--- src/rtl/div_unit_pkg.sv ---
// Shared defines for the EX-stage divider: decoder op codes, FSM state encodings and iteration count.
package div_unit_pkg;

  localparam int DIV_ITERS = 32;

  localparam logic [7:0] EXE_DIV_OP  = 8'b0001_1010;
  localparam logic [7:0] EXE_DIVU_OP = 8'b0001_1011;

  typedef enum logic [1:0] {
    DIV_IDLE = 2'b00,
    DIV_BUSY = 2'b01,
    DIV_DONE = 2'b10
  } div_state_e;

endpackage

--- src/rtl/div_unit_step.sv ---
// One radix-2 restoring division iteration on the {remainder, quotient} register.
module div_step #(
  parameter int DATA_W = 32
) (
  input  logic [2*DATA_W-1:0] i_acc,
  input  logic [DATA_W-1:0]   i_divisor,
  output logic [2*DATA_W-1:0] o_acc
);

  logic [2*DATA_W-1:0] w_shift;
  logic [DATA_W+1:0]   w_diff;

  always_comb begin
    w_shift = {i_acc[2*DATA_W-2:0], 1'b0};
    // The trial uses the bit shifted out of the top so divisors above 2^(W-1) work.
    w_diff  = {1'b0, i_acc[2*DATA_W-1:DATA_W-1]} - {2'b00, i_divisor};
    if (!w_diff[DATA_W+1]) begin
      o_acc = {w_diff[DATA_W-1:0], w_shift[DATA_W-1:1], 1'b1};
    end else begin
      o_acc = {w_shift[2*DATA_W-1:1], 1'b0};
    end
  end

endmodule

--- src/rtl/div_unit.sv ---
// Multi-cycle DIV/DIVU unit for the EX stage; zero-divisor short cut enabled by DIV_ZERO_CHECK_EN.
module div_unit
  import div_unit_pkg::*;
#(
  parameter int DATA_W = 32
) (
  input  logic              clk,
  input  logic              resetn,
  input  logic              start,
  input  logic              signed_div,
  input  logic              annul,
  input  logic [DATA_W-1:0] num1,
  input  logic [DATA_W-1:0] num2,
  output logic              stall,
  output logic              valid,
  output logic [DATA_W-1:0] lo_result,
`ifdef DIV_ZERO_CHECK_EN
  output logic [DATA_W-1:0] hi_result,
  output logic              div_zero
`else
  output logic [DATA_W-1:0] hi_result
`endif
);

  localparam int CNT_W = $clog2(DIV_ITERS);

  div_state_e          r_state;
  logic [CNT_W-1:0]    r_cnt;
  logic                r_signed;
  logic                r_sign1;
  logic                r_sign2;
  logic [DATA_W-1:0]   r_divisor;
  logic [2*DATA_W-1:0] r_acc;
  logic [DATA_W-1:0]   r_fix_lo;
  logic [DATA_W-1:0]   r_fix_hi;
  logic [DATA_W-1:0]   r_lo;
  logic [DATA_W-1:0]   r_hi;
`ifdef DIV_ZERO_CHECK_EN
  logic                r_dz;
  logic                w_dz_now;
`endif

  logic [2*DATA_W-1:0] w_step;
  logic [DATA_W-1:0]   w_abs1;
  logic [DATA_W-1:0]   w_abs2;
  logic                w_done_ok;

  function automatic logic [DATA_W-1:0] cond_neg(input logic [DATA_W-1:0] v, input logic neg);
    return neg ? (~v + {{(DATA_W-1){1'b0}}, 1'b1}) : v;
  endfunction

  div_step #(.DATA_W(DATA_W)) u_step (
    .i_acc     (r_acc),
    .i_divisor (r_divisor),
    .o_acc     (w_step)
  );

  always_comb begin
    w_abs1 = cond_neg(num1, signed_div & num1[DATA_W-1]);
    w_abs2 = cond_neg(num2, signed_div & num2[DATA_W-1]);
`ifdef DIV_ZERO_CHECK_EN
    w_dz_now = (num2 == '0);
`endif
  end

  always_ff @(posedge clk) begin
    if (!resetn) begin
      r_state <= DIV_IDLE;
      r_cnt   <= '0;
      r_lo    <= '0;
      r_hi    <= '0;
`ifdef DIV_ZERO_CHECK_EN
      r_dz    <= 1'b0;
`endif
    end else begin
      case (r_state)
        DIV_IDLE: begin
          if (start && !annul) begin
            r_signed  <= signed_div;
            r_sign1   <= num1[DATA_W-1];
            r_sign2   <= num2[DATA_W-1];
            r_divisor <= w_abs2;
            r_acc     <= {{DATA_W{1'b0}}, w_abs1};
            r_cnt     <= '0;
`ifdef DIV_ZERO_CHECK_EN
            if (w_dz_now) begin
              r_fix_lo <= '1;
              r_fix_hi <= num1;
              r_dz     <= 1'b1;
              r_state  <= DIV_DONE;
            end else begin
              r_dz     <= 1'b0;
              r_state  <= DIV_BUSY;
            end
`else
            r_state   <= DIV_BUSY;
`endif
          end
        end
        DIV_BUSY: begin
          if (annul) begin
            r_state <= DIV_IDLE;
          end else begin
            r_acc <= w_step;
            r_cnt <= r_cnt + CNT_W'(1);
            // Sign fix-up is folded into the final step so DONE only presents it.
            if (r_cnt == CNT_W'(DIV_ITERS - 1)) begin
              r_fix_lo <= cond_neg(w_step[DATA_W-1:0], r_signed & (r_sign1 ^ r_sign2));
              r_fix_hi <= cond_neg(w_step[2*DATA_W-1:DATA_W], r_signed & r_sign1);
              r_state  <= DIV_DONE;
            end
          end
        end
        DIV_DONE: begin
          if (!annul) begin
            r_lo <= r_fix_lo;
            r_hi <= r_fix_hi;
          end
          r_state <= DIV_IDLE;
        end
        default: r_state <= DIV_IDLE;
      endcase
    end
  end

  // An annul in DONE suppresses the pulse and keeps the previously held result visible.
  always_comb begin
    w_done_ok = (r_state == DIV_DONE) & ~annul;
    valid     = w_done_ok;
    lo_result = w_done_ok ? r_fix_lo : r_lo;
    hi_result = w_done_ok ? r_fix_hi : r_hi;
    stall     = ((r_state == DIV_IDLE) & start & ~annul) | (r_state == DIV_BUSY);
`ifdef DIV_ZERO_CHECK_EN
    div_zero  = w_done_ok & r_dz;
`endif
  end

endmodule

--- config.mk ---
export PLATFORM = sky130hd
export DESIGN_NAME = div_unit
export DESIGN_NICKNAME = d
export VERILOG_FILES = /design/src/rtl/div_unit_pkg.sv /design/src/rtl/div_unit_step.sv /design/src/rtl/div_unit.sv
export SDC_FILE = /design/constraint.sdc
export NUM_CORES = 1
export LEC_CHECK = 0
export ABC_CLOCK_PERIOD_IN_PS = 6900
export BUFFER_PORTS_ARGS = -buffer_cell sky130_fd_sc_hd__buf_2
export CORE_ASPECT_RATIO = 0.5
export CORE_UTILIZATION = 38
export DETAILED_ROUTE_END_ITERATION = 16
export HOLD_SLACK_MARGIN = 0.12
export SKIP_CTS_REPAIR_TIMING = 1
export SLEW_MARGIN = 20
export SYNTH_ARGS = -nofsm -noshare
export SYNTH_HDL_FRONTEND = slang
export SYNTH_SLANG_ARGS = --single-unit
--- constraint.sdc ---
create_clock -name clk -period 6.9 [get_ports clk]
set_clock_uncertainty 0.1 [all_clocks]
set_input_delay 2.07 -clock clk [delete_from_list [all_inputs] [get_ports clk]]
set_output_delay 2.07 -clock clk [all_outputs]
set_load 0.03 [all_outputs]
### Word level (Yosys, flattened, before mapping)

Cells that the tools add are included.
Widths: inputs -> output; s select.

| operators by class | value |
|---|---|
| add/subtract/negate cells | 6 |
| equality and inequality tests | 6 |
| muxes and demuxes | 17 |
| bitwise operators | 14 |
| reduce and logical (&&, ||, !) cells | 10 |

Operators by type and width:

| operator | number |
|---|---|
| $mux 32 | 6 |
| $mux 64 | 3 |
| $add 32x1->32 const B | 4 |
| $not 32->32 | 4 |
| $pmux 64 s2 | 1 |
| $sub 33x32->34 | 1 |
| $mux 5 | 2 |
| $pmux 5 s2 | 1 |
| $reduce_and 4->1 | 2 |
| $and 1x1->1 | 7 |
| $mux 2 | 3 |
| $reduce_and 3->1 | 2 |
| $add 5x1->5 const B | 1 |
| $eq 5x5->1 const B | 1 |
| $ne 2x2->1 const B | 2 |
| $pmux 2 s2 | 1 |
| $reduce_and 2->1 | 2 |
| $ne 3x3->1 const B | 1 |
| $eq 2x1->1 const B | 1 |
| $eq 2x2->1 const B | 1 |
| $logic_not 2->1 | 1 |
| $reduce_bool 2->1 | 1 |
| $logic_and 1x1->1 | 1 |
| $logic_not 1->1 | 1 |
| 3 further kinds | 3 |

| word-level totals | value |
|---|---|
| bits in registers | 234 |
| input port bits | 69 |
| word-level logic and storage cells | 64 |

### Logic depth before layout (Yosys ltp)

Gate-level depths: netlist (run 1).

| depth | value |
|---|---|
| word-level depth | 5 |
| mapped depth | 23 |
| mapped depth without buffers | 18 |

### Hierarchy

A second synthesis (run 1) with hierarchy kept.

| second synthesis, totals | value |
|---|---|
| cell total of the unflattened synthesis | 1325 |
| area total of the unflattened synthesis | 13509.2 um2 |

By module, submodules not included:

| module | instances | cells each | area an instance (um2) | sequential area each (um2) |
|---|---|---|---|---|
| div_unit | 1 | 922 | 10903.0 | 6316.1 |
| div_step | 1 | 403 | 2606.2 | 0.0 |

### Worst setup path before layout (run 1)

No wires, ideal clock.

| timing path | value |
|---|---|
| kind | input port to flip-flop |
| from | in annul |
| to | reg r_acc[0] (enable) |
| setup time | 0.494 ns |
| arrival time | 5.358 ns |
| required time | 6.306 ns |
| path slack | 0.947 ns |
| stages | 3 |
| cell sequence | nor4b_1 > nor2_1 > nor2b_1 |

| on the way | value |
|---|---|
| longest elaborated chain between the ends | 4 |
| elaborated cells between the ends (all ways) | 5 |

Ends and longest elaborated chain:

| item | RTL line | text |
|---|---|---|
| start: declaration | div_unit.sv:11 | `input logic annul,` |
| $logic_not 1->1 | -- |  |
| $logic_and 1x1->1 | div_unit.sv:78 | `if (start && !annul) begin` |
| $ne 2x2->1 (no source line) | -- |  |
| $reduce_and 4->1 (no source line) * | -- |  |
| end signal: assignment | div_unit.sv:83 | `r_acc <= {{DATA_W{1'b0}}, w_abs1};` |
| end signal: assignment | div_unit.sv:104 | `r_acc <= w_step;` |
| end: declaration | div_unit.sv:33 | `logic [2*DATA_W-1:0] r_acc;` |

Every way passes the cells marked *; elsewhere a longest branch is shown, timed or not.
A chain may end at the register's enable or synchronous reset.

### Final worst setup path (run 1)

| timing path | value |
|---|---|
| from | in annul |
| to | out lo_result[17] |

| on the way | value |
|---|---|
| longest elaborated chain between the ends | 3 |

Ends and longest elaborated chain:

| item | RTL line | text |
|---|---|---|
| $not 1->1 (no source line) | -- |  |
| $and 1x1->1 | div_unit.sv:128 | `w_done_ok = (r_state == DIV_DONE) & ~annul;` |
| $mux 32 | div_unit.sv:130 | `lo_result = w_done_ok ? r_fix_lo : r_lo;` |
| end: declaration | div_unit.sv:16 | `output logic [DATA_W-1:0] lo_result,` |

No other way between the ends.

==> run metrics, run 1 <==
Die ar.=36220 µm²; setup TNS=0 ns; Logic pwr share=12.7%; Yosys warning total=0; CORE AREA=34650 µm²; post-synthesis cell count=1350; TritonCTS Buffers=24; Final Wtd Congestion=0.8995; Register Area=6316 µm²; Post-synth EDFFs=163; Max Cap Viol=0; pin count of the biggest net entering global routing=73; IO Port Bufs=134; Mean Syn Cell Area=9.968 µm²; Hold/Removal Path Class=register to register; synthesized area=13460 µm²; fillers=3327; Seq/Total Area, Yosys=46.94%; main area contributors after synthesis=edfxtp_1, dfxtp_1, mux2_2; total power=3298 µW; Nets=1575; CTS root buf=clkbuf_16; DRC=0; Critical Path Start Type=input port; sequential share of power=47.6%; Crit Path Class=input port to output port; DRT antenna net count=0; number of global-route vias before repair=9930; CP Capture Type=output port; Final setup viols=0; Cell Pwr Density=214.5 nW/µm²; R2R depth=16; Lkg Pwr=0.006059 µW; period utilization=82.12%; most used standard cell by instance count after synthesis=edfxtp_1; Max Root-Sink Buffers=3; first-pass GRT wire length=52.59 mm; Max VDD drop=139.1 µV; overall routing resource usage=18.34%; Slew HR=31.23%; Die Y=135.1 µm; CTS tree=yes; H-tree depth=1; fin crit period=5.666 ns; router iterations before antenna repair=7; hpwl dp=25.70 mm; ys async rst share=0%; routed vias/inst=5.186; syn_nets=1458; multi-input logic area=6703 µm²; cell accounting for the most synthesized area=edfxtp_1; post-synthesis cell type count=75; Slew Viols, Final=0; clock share of power=39.8%; final wirelength=33.61 mm; Worst Hold Path Cells=2; synthesized flop and latch total=234; worst skew pair latency=0.53 ns; Worst-path clk slew=0.06 ns; Synth Flop Type=edfxtp_1; Wirelength per Cell=17.12 µm; P_int=2447 µW; synth-to-layout area growth=14.27%; Slew @ Worst Pin=1.029 ns; crit path DAT=3.50 ns; Psw=851.4 µW; initial DRC count=593; initial antenna violation count=3; I/O pin count=135; Site Rows=48; Post-synth top cells=edfxtp_1, nand2_1, nor2_1, a21oi_1, xnor2_1; Die W=268.1 µm; share of cells above drive strength 1=18.45%; final hold vios=0; Max Freq=176.5 MHz; Synth top area share=36.37%; sw frac=25.81%; vias post-DR=10.18k; crit path max fanout=40; status=complete, no violations; Initial Util=38.83%; aggregate global routing overflow=0; WP data required=4.73 ns; clock sink count=234; RSZ-0062 raised after global routing=no
[registers in the layout (all words and copies together), names as in the netlist]
| signal | count |
|---|---|
| r_hi | 32 |
| r_fix_lo | 32 |
| r_sign2 | 1 |
| r_cnt | 5 |
| r_sign1 | 1 |
| r_signed | 1 |
| r_state | 2 |
| r_lo | 32 |
| r_fix_hi | 32 |
| r_acc | 64 |
| r_divisor | 32 |
[layer usage]
layer	up-vias	track usage, %	part of all wire (%)
met5	-	0	0
met4	0	4.508	1.7
met3	35	3.629	5.8
met2	254	30.09	47
met1	4845	24.84	46
li1	5047	-	-
[layout by cell type (no fill, tap or decap), types with 36 or more instances in the layout]
| cell | count |
|---|---|
| xnor2_1 | 87 |
| buf_2 | 134 |
| nand2_1 | 127 |
| dfxtp_1 | 71 |
| ha_1 | 38 |
| xor2_1 | 59 |
| inv_1 | 59 |
| edfxtp_1 | 163 |
| nor2_1 | 116 |
| mux2_2 | 69 |
| a21oi_1 | 87 |
| and2_1 | 71 |
| nor3_1 | 36 |
| o21ai_0 | 74 |
[kinds of logic after synthesis]
kind of cell,count (synthesis),synth area share (%)
DFF,234,46.94
xor gates and xnor gates,146,9.503
AOI/OAI and AO/OA,264,11.88
adders and majority gates,39,3.682
muxes,92,7.578
and+or+nand+nor,463,17.01
buffers and inverters,112,3.412
[per-stage QoR]
| stage | setup slack (ns) | cells | util [%] | hold WS, ns | area (µm²) |
|---|---|---|---|---|---|
| 3_3_place_gp | 1.319 | 1916 | 42.06 | 0.3866 | 14580 |
| 4_1_cts | 1.231 | 1960 | 44.35 | 0.4344 | 15370 |
| 3_5_place_dp | 1.228 | 1916 | 42.06 | 0.4221 | 14580 |
| 6_report | 1.234 | 1963 | 44.37 | 0.4552 | 15380 |
| 5_1_grt | 1.162 | 1963 | 44.37 | 0.4723 | 15380 |
| 2_1_floorplan | 0.9472 | 1350 | - | 0.3716 | 13460 |
[critical path, cell delays in order]
cell     delay [ns]
buf_2          0.13
nor3b_2        0.19
buf_4          0.48
mux2_2         0.41
buf_2          0.18
[power groups by stage]
stage	registers, µW	clock network, µW	logic, µW
3_5_place_dp	1600	0	416
4_1_cts	1570	1350	417
3_3_place_gp	1600	0	408
5_1_grt	1570	1400	463
2_1_floorplan	1590	0	300
6_report	1570	1310	417
[final timing paths]
check | startpoint | to | slack, ns
max | annul | lo_result[17] | 1.23
min | r_cnt[3] | r_cnt[3] | 0.46
max reg2reg | r_acc[51] | r_fix_hi[28] | 1.60
min reg2reg | r_cnt[3] | r_cnt[3] | 0.46
[cell type report]
cell class	instances	share of cell area [%]
Multi-Input combinational cell	1004	43.59
Sequential cell	234	41.07
Timing Repair Buffer	143	4.801
Clock buffer	30	4.182
Tap cell	475	3.865
Inverter	60	1.465
Clock inverter	14	0.9764
Antenna cell	3	0.04882
(Power assumes the default switching activity.)
==> inputs of run 2 (changes only) <==
--- a/config.mk
+++ b/config.mk
@@ -5,7 +5,7 @@
 export SDC_FILE = /design/constraint.sdc
 export NUM_CORES = 1
 export LEC_CHECK = 0
-export ABC_CLOCK_PERIOD_IN_PS = 6900
+export ABC_CLOCK_PERIOD_IN_PS = 4700
 export BUFFER_PORTS_ARGS = -buffer_cell sky130_fd_sc_hd__buf_2
 export CORE_ASPECT_RATIO = 0.5
 export CORE_UTILIZATION = 38
==> constraint.sdc (replaced) <==
create_clock -name clk -period 4.7 [get_ports clk]
set_clock_uncertainty 0.1 [all_clocks]
set_input_delay 1.41 -clock clk [delete_from_list [all_inputs] [get_ports clk]]
set_output_delay 1.41 -clock clk [all_outputs]
set_load 0.03 [all_outputs]
==> run 2 against run 1 <==
Net effect:
- cell area grew 1.4%
- clock power grew 47%
- cell count grew 1.4%
- sequential cell count is the same
- register-to-register slack lost 1.3 ns
- total power grew 48%
- via count grew 1.4%
- first-iteration DRC count grew 14%
- largest power group unchanged
- highest routed layer unchanged
- sequential share of layout area shrank 0.57 points
- sequential power grew 46%
- critical endpoint is now r_fix_hi[28]
==> run metrics, run 2 (synthesis gave the netlist of run 1 again) <==
Die ar.=36220 µm² (unchanged); initial DRC count=674 (was 593); Max Cap Viol=0 (unchanged); Max VDD drop=174.6 µV (was 139.1 µV); Top reg by flops=r_acc (unchanged); vias post-DR=10.33k (was 10.18k); worst skew pair latency=0.55 ns (was 0.53 ns); DRC=0 (unchanged); Crit Path Class=register to register (was input port to output port); router iterations before antenna repair=5 (was 7); Wirelength per Cell=17.20 µm (was 17.12 µm); Final Wtd Congestion=0.9151 (was 0.8995); Cell Pwr Density=312.3 nW/µm² (was 214.5 nW/µm²); H-tree depth=1 (unchanged); Slew @ Worst Pin=1.049 ns (was 1.029 ns); post-layout instance area=15590 µm² (was 15380 µm²); pre-CTS setup slack=0.2388 ns (was 1.228 ns); hpwl dp=26.10 mm (was 25.70 mm); cell count after placement=1941 (was 1916); Slew Viols, Final=0 (unchanged); final wirelength=34.22 mm (was 33.61 mm); final core occ=45.00% (was 44.37%); Die W=268.1 µm (unchanged); placed cell areas=14790 µm² (was 14580 µm²); Site Rows=48 (unchanged); crit path DAT=4.57 ns (was 3.50 ns); Final setup viols=0 (unchanged); crit path max fanout=8 (was 40); TritonCTS Buffers=24 (unchanged); CP Capture Type=register (was output port); overall routing resource usage=18.70% (was 18.34%); Lkg Pwr=0.006186 µW (was 0.006059 µW); CP top delay family=simple AND/OR/NAND/NOR gates (was buffers and inverters); Worst-path clk slew=0.07 ns (was 0.06 ns); Final WS setup=0.3170 ns (was 1.234 ns); period utilization=93.25%; final hold vios=0 (unchanged); status=complete, no violations (unchanged); CTS root buf=clkbuf_16 (unchanged); CP bufs+invs=2 (was 3); DRT antenna net count=0 (unchanged); RSZ-0062 raised after global routing=no (unchanged); fillers=3348 (was 3327); Hold/Removal Path Class=register to register (unchanged); routed vias/inst=5.190 (was 5.186); CTS tree=yes (unchanged); Max Freq=228.2 MHz; first-pass GRT wire length=53.41 mm (was 52.59 mm); synth-to-layout area growth=15.87% (was 14.27%); Slowest cell on crit path=edfxtp_1 (was buf_4); critical path, cell by cell=ha_1 > a21oi_2 > o21ai_1 > or2_1 > a21oi_1 > o31ai_1 > or2_2 > inv_2 > mux2i_1 > ha_1 > nand2b_1 > nor4_1 > buf_4 > nor4b_2 > o21a_1 > nand4b_1 > o21ai_1 > xnor2_1 (was buf_2 > nor3b_2 > buf_4 > mux2_2 > buf_2); Max Root-Sink Buffers=3 (unchanged); Initial Util=38.83% (unchanged); setup TNS=0 ns (unchanged); non-filler instance count after layout=1990 (was 1963); commonest non-fill, non-tap cell in the layout=edfxtp_1 (unchanged); IO Port Bufs=134 (unchanged); Critical Path Start Type=register (was input port); delay of the slowest cell on the worst path=0.43 ns (was 0.48 ns); clock sink count=234 (unchanged); number of global-route vias before repair=9980 (was 9930); I/O pin count=135 (unchanged); Slew HR=29.91% (was 31.23%); share of cells above drive strength 1=19.80% (was 18.45%); pin count of the biggest net entering global routing=69 (was 73); fin crit period=4.383 ns; Nets=1600 (was 1575); aggregate global routing overflow=0 (unchanged); Die Y=135.1 µm (unchanged); CORE AREA=34650 µm² (unchanged); WP data required=4.89 ns (was 4.73 ns); initial antenna violation count=7 (was 3); max FFs per register=64 (unchanged); most frequent cells in the layout=edfxtp_1, buf_2, nand2_1, nor2_1 (unchanged)
[run 2: metrics by stage]
step / power, µW / hold WS [ns]
final: 4870 / 0.4552
after global routing: 5067 / 0.4763
after CTS: 4913 / 0.4443
after detailed placement: 2985 / 0.4232
after global placement: 2976 / 0.3852
after floorplan: 2775 / 0.3716
[run 2: power by group]
part | switching [µW] | internal [µW]
Sequential | 34.7 | 2270
Clock | 839 | 1080
Combinational | 395 | 249
Total | 1270 | 3600
[run 2: path summary, 6_finish.rpt]
| path | start | depth (start not counted) | endpoint | slack [ns] |
|---|---|---|---|---|
| hold reg to reg | r_cnt[4] | 2 | r_cnt[4] | 0.46 |
| hold / removal | r_cnt[4] | 2 | r_cnt[4] | 0.46 |
| setup / recovery | r_acc[55] | 18 | r_fix_hi[28] | 0.32 |
| setup reg to reg | r_acc[55] | 18 | r_fix_hi[28] | 0.32 |
[run 2: layout make-up]
type                       count  area [µm²]  area share (%)
multi-input combinational   1004        6716           43.07
sequential                   234        6316           40.51
timing repair buffer         168       950.9           6.099
clock buffer                  30       643.1           4.125
tap                          475       594.3           3.812
inverter                      60       225.2           1.444
clock inverter                14       133.9          0.8586
antenna                        5       12.51         0.08024
[run 2: worst reg2reg max path, delay by kind of cell, from the launching register on]
kind / cells / cell delay, ns
flip-flops: 1 / 0.43
adder cells (fa/ha/maj): 2 / 0.61
AND/OR/NAND/NOR: 6 / 1.42
multiplexers: 1 / 0.23
buffers and inverters: 2 / 0.26
AO/OA/AOI/OAI: 6 / 0.97
XOR/XNOR: 1 / 0.09
[run 2: metal layers]
metal | wire, µm | vias up | track usage (%)
met2 | 15480 | 244 | 29.67
met1 | 16200 | 4919 | 26.05
met3 | 1562 | 57 | 2.954
li1 | - | 5108 | -
met4 | 984 | 0 | 6.127
met5 | 0 | - | 0
==> inputs of run 3 (changes only) <==
--- a/config.mk
+++ b/config.mk
@@ -5,11 +5,12 @@
 export SDC_FILE = /design/constraint.sdc
 export NUM_CORES = 1
 export LEC_CHECK = 0
+export ABC_AREA = 1
 export ABC_CLOCK_PERIOD_IN_PS = 4700
-export BUFFER_PORTS_ARGS = -buffer_cell sky130_fd_sc_hd__buf_2
 export CORE_ASPECT_RATIO = 0.5
 export CORE_UTILIZATION = 38
 export DETAILED_ROUTE_END_ITERATION = 16
+export DONT_BUFFER_PORTS = 1
 export HOLD_SLACK_MARGIN = 0.12
 export SKIP_CTS_REPAIR_TIMING = 1
 export SLEW_MARGIN = 20
==> run 3 against run 2 <==
Net effect:
- core utilization fell by 1.4 points
- largest cell class unchanged
- first-iteration DRC count rose by 40%
- wire length increased by 16%
- largest power group unchanged
- clock-buffer cell count is 2 higher
- worst setup slack gained 0.25 ns
- combinational power up 6.7%
- clock power down 3%
==> run metrics, run 3 <==
fillers=4093 (was 3348); Crit Path Class=input port to output port (was register to register); Mean Syn Cell Area=7.510 µm² (was 9.968 µm²); main area contributors after synthesis=edfxtp_1, nand2_1, dfxtp_1 (was edfxtp_1, dfxtp_1, mux2_2); syn_nets=2151 (was 1458); post-synthesis cell count=2043 (was 1350); Worst Hold Path Cells=2 (unchanged); worst skew pair latency=0.55 ns (about the same); DRT antenna net count=0 (unchanged); Slew @ Worst Pin=1.018 ns (was 1.049 ns); Max Root-Sink Buffers=3 (unchanged); R2R depth=23 (was 18); critical path, cell by cell=nor2_4 > buf_12 > buf_12 > or2_2 > inv_1 > a21oi_1 > buf_4 (was ha_1 > a21oi_2 > o21ai_1 > or2_1 > a21oi_1 > o31ai_1 > or2_2 > inv_2 > mux2i_1 > ha_1 > nand2b_1 > nor4_1 > buf_4 > nor4b_2 > o21a_1 > nand4b_1 > o21ai_1 > xnor2_1); Critical Path Start Type=input port (was register); share of cells above drive strength 1=12.00% (was 19.80%); final hold vios=0 (unchanged); Post-synth top cells=nand2_1, inv_1, nor2_1, edfxtp_1, a21oi_1 (was edfxtp_1, nand2_1, nor2_1, a21oi_1, xnor2_1); Die ar.=41230 µm² (was 36220 µm²); aggregate global routing overflow=0 (unchanged); CTS tree=yes (unchanged); r2r setup slk=0.66 ns (was 0.32 ns); pin count of the biggest net entering global routing=78 (was 69); cell count along the critical path=7 (was 18); number of global-route vias before repair=11.67k (was 9980); CP Capture Type=output port (was register); Slowest cell on crit path=buf_12 (was edfxtp_1); Post-synth EDFFs=163 (unchanged); vias post-DR=12.59k (was 10.33k); final wirelength=39.56 mm (was 34.22 mm); synthesized area=15340 µm² (was 13460 µm²); Worst-path clk slew=0.07 ns (about the same); period utilization=87.95% (was 93.25%); post-layout instance area=17130 µm² (was 15590 µm²); CP top delay family=buffers and inverters (was simple AND/OR/NAND/NOR gates); hold path endpoint=r_cnt[3] (was r_cnt[4]); CORE AREA=39310 µm² (was 34650 µm²); commonest non-fill, non-tap cell in the layout=nand2_1 (was edfxtp_1); Crit Reg-Reg Endpoint=r_fix_lo[30] (was r_fix_hi[28]); H-tree depth=1 (unchanged); status=complete, no violations (unchanged); DRC=0 (unchanged); fin crit period=4.134 ns (was 4.383 ns); Slew Viols, Final=0 (unchanged); Seq/Total Area, Yosys=41.16% (was 46.94%); routed vias/inst=4.772 (was 5.190); CP bufs+invs=4 (was 2); ys async rst share=0% (unchanged); most numerous cell on the critical path=buf_12; first-pass GRT wire length=62.03 mm (was 53.41 mm); clock sink count=234 (unchanged); diode count=0 (was 5); Final setup viols=0 (unchanged); WP data required=3.19 ns (was 4.89 ns); Yosys warning total=0 (unchanged); hpwl dp=30.13 mm (was 26.10 mm); Synth top area share=31.90% (was 36.37%); Final Wtd Congestion=0.9121 (was 0.9151); most used standard cell by instance count after synthesis=nand2_1 (was edfxtp_1); post-synthesis cell type count=45 (was 75); delay of the slowest cell on the worst path=0.25 ns (was 0.43 ns); router iterations before antenna repair=7 (was 5); setup TNS=0 ns (unchanged); synthesized flop and latch total=234 (unchanged); Max Freq=241.9 MHz (was 228.2 MHz); initial antenna violation count=0 (was 7); RR Startpoint=r_acc[35] (was r_acc[55]); IO Port Bufs=0 (was 134); CTS root buf=clkbuf_16 (unchanged); Site Rows=51 (was 48); Top reg by flops=r_acc (unchanged); Die W=286.2 µm (was 268.1 µm); placed cell areas=16390 µm² (was 14790 µm²); I/O pin count=135 (unchanged); Initial Util=39.03% (was 38.83%); RSZ-0062 raised after global routing=no (unchanged); worst min-delay path startpoint=r_cnt[3] (was r_cnt[4]); TritonCTS Buffers=24 (unchanged); synth-to-layout area growth=11.63% (was 15.87%); overall routing resource usage=19.02% (was 18.70%); max FFs per register=64 (unchanged); Lkg Pwr=0.007899 µW (was 0.006186 µW); Wirelength per Cell=14.99 µm (was 17.20 µm); cell accounting for the most synthesized area=edfxtp_1 (unchanged); most frequent cells in the layout=nand2_1, inv_1, nor2_1, edfxtp_1, a21oi_1 (was edfxtp_1, buf_2, nand2_1, nor2_1); Cell Pwr Density=283.7 nW/µm² (was 312.3 nW/µm²); Slew HR=31.99% (was 29.91%); total power=4859 µW (was 4870 µW); crit path max fanout=71 (was 8); initial DRC count=944 (was 674); Die Y=144.1 µm (was 135.1 µm); Nets=2199 (was 1600); Max VDD drop=229.4 µV (was 174.6 µV); final hold slack=0.3801 ns (was 0.4552 ns); Hold/Removal Path Class=register to register (unchanged); Synth Flop Type=edfxtp_1 (unchanged); Max Cap Viol=0 (unchanged); crit path DAT=2.62 ns (was 4.57 ns)
==> run 3: cell count changes in the layout (fill, tap and decap cells not counted), moves of 60 or more <==
cell,previous run,this run
a211oi_1,6,66
and2_1,71,4
buf_2,134,0
inv_1,59,367
mux2_2,69,0
nand2_1,127,490
nand3_1,12,87
nor2_1,116,182
or2_2,2,70
==> run 3: routing by layer <==
metal  global-route usage, %  part of all wire (%)  routed length (µm)  up-vias
met5                       0                     0                   0        -
met4                   4.588                   2.1                 821        0
met3                   2.871                   4.3                1709       48
met2                   30.57                    44               17520      263
met1                   26.81                    49               19510     5670
li1                        -                     -                   -     6613
==> run 3: how the worst max path moves through the flow <==
stage	end	from	slack [ns]
2_1_floorplan	hi_result[10]	annul	0.25
3_3_place_gp	hi_result[13]	annul	0.56
3_5_place_dp	hi_result[13]	annul	0.55
4_1_cts	hi_result[13]	annul	0.54
5_1_grt	r_fix_lo[30]	r_acc[37]	0.23
6_report	lo_result[20]	annul	0.57
==> run 3: power breakdown <==
| group | switching (µW) | total, µW | internal, µW |
|---|---|---|---|
| Sequential | 30.8 | 2300 | 2270 |
| Clock | 855 | 1870 | 1020 |
| Combinational | 465 | 686 | 221 |
| Total | 1350 | 4860 | 3510 |
==> run 3: area by class of cell <==
class	count	area (µm²)	share of cell area, %
multi-input cells	1375	7353	42.93
flip-flops and latches	234	6316	36.88
inverters	375	1408	8.218
well taps	530	663.1	3.872
repair buffers	81	645.6	3.769
clock buffers	32	640.6	3.740
clock inverters	12	101.3	0.5917
==> run 3: kinds of logic after synthesis <==
family	after synthesis	share of synthesized area [%]
xor+xnor	119	6.793
buf+inv	434	11.16
flops	234	41.16
simple gates	968	28.04
compound gates	249	9.614
fa+ha+maj	39	3.229
==> run 3: metrics by stage <==
stage / setup WS [ns] / instances / utilization, %
final: 0.5665 / 2639 / 43.57
after global routing: 0.2344 / 2639 / 43.57
after CTS: 0.5449 / 2639 / 43.57
after detailed placement: 0.5520 / 2595 / 41.69
after global placement: 0.5603 / 2595 / 41.69
after floorplan: 0.2512 / 2043 / -
==> run 3: tightest hold or removal path: stages (launching register included) <==
cell,delay [ns]
dfxtp_1,0.30
inv_1,0.08
a21oi_1,0.06
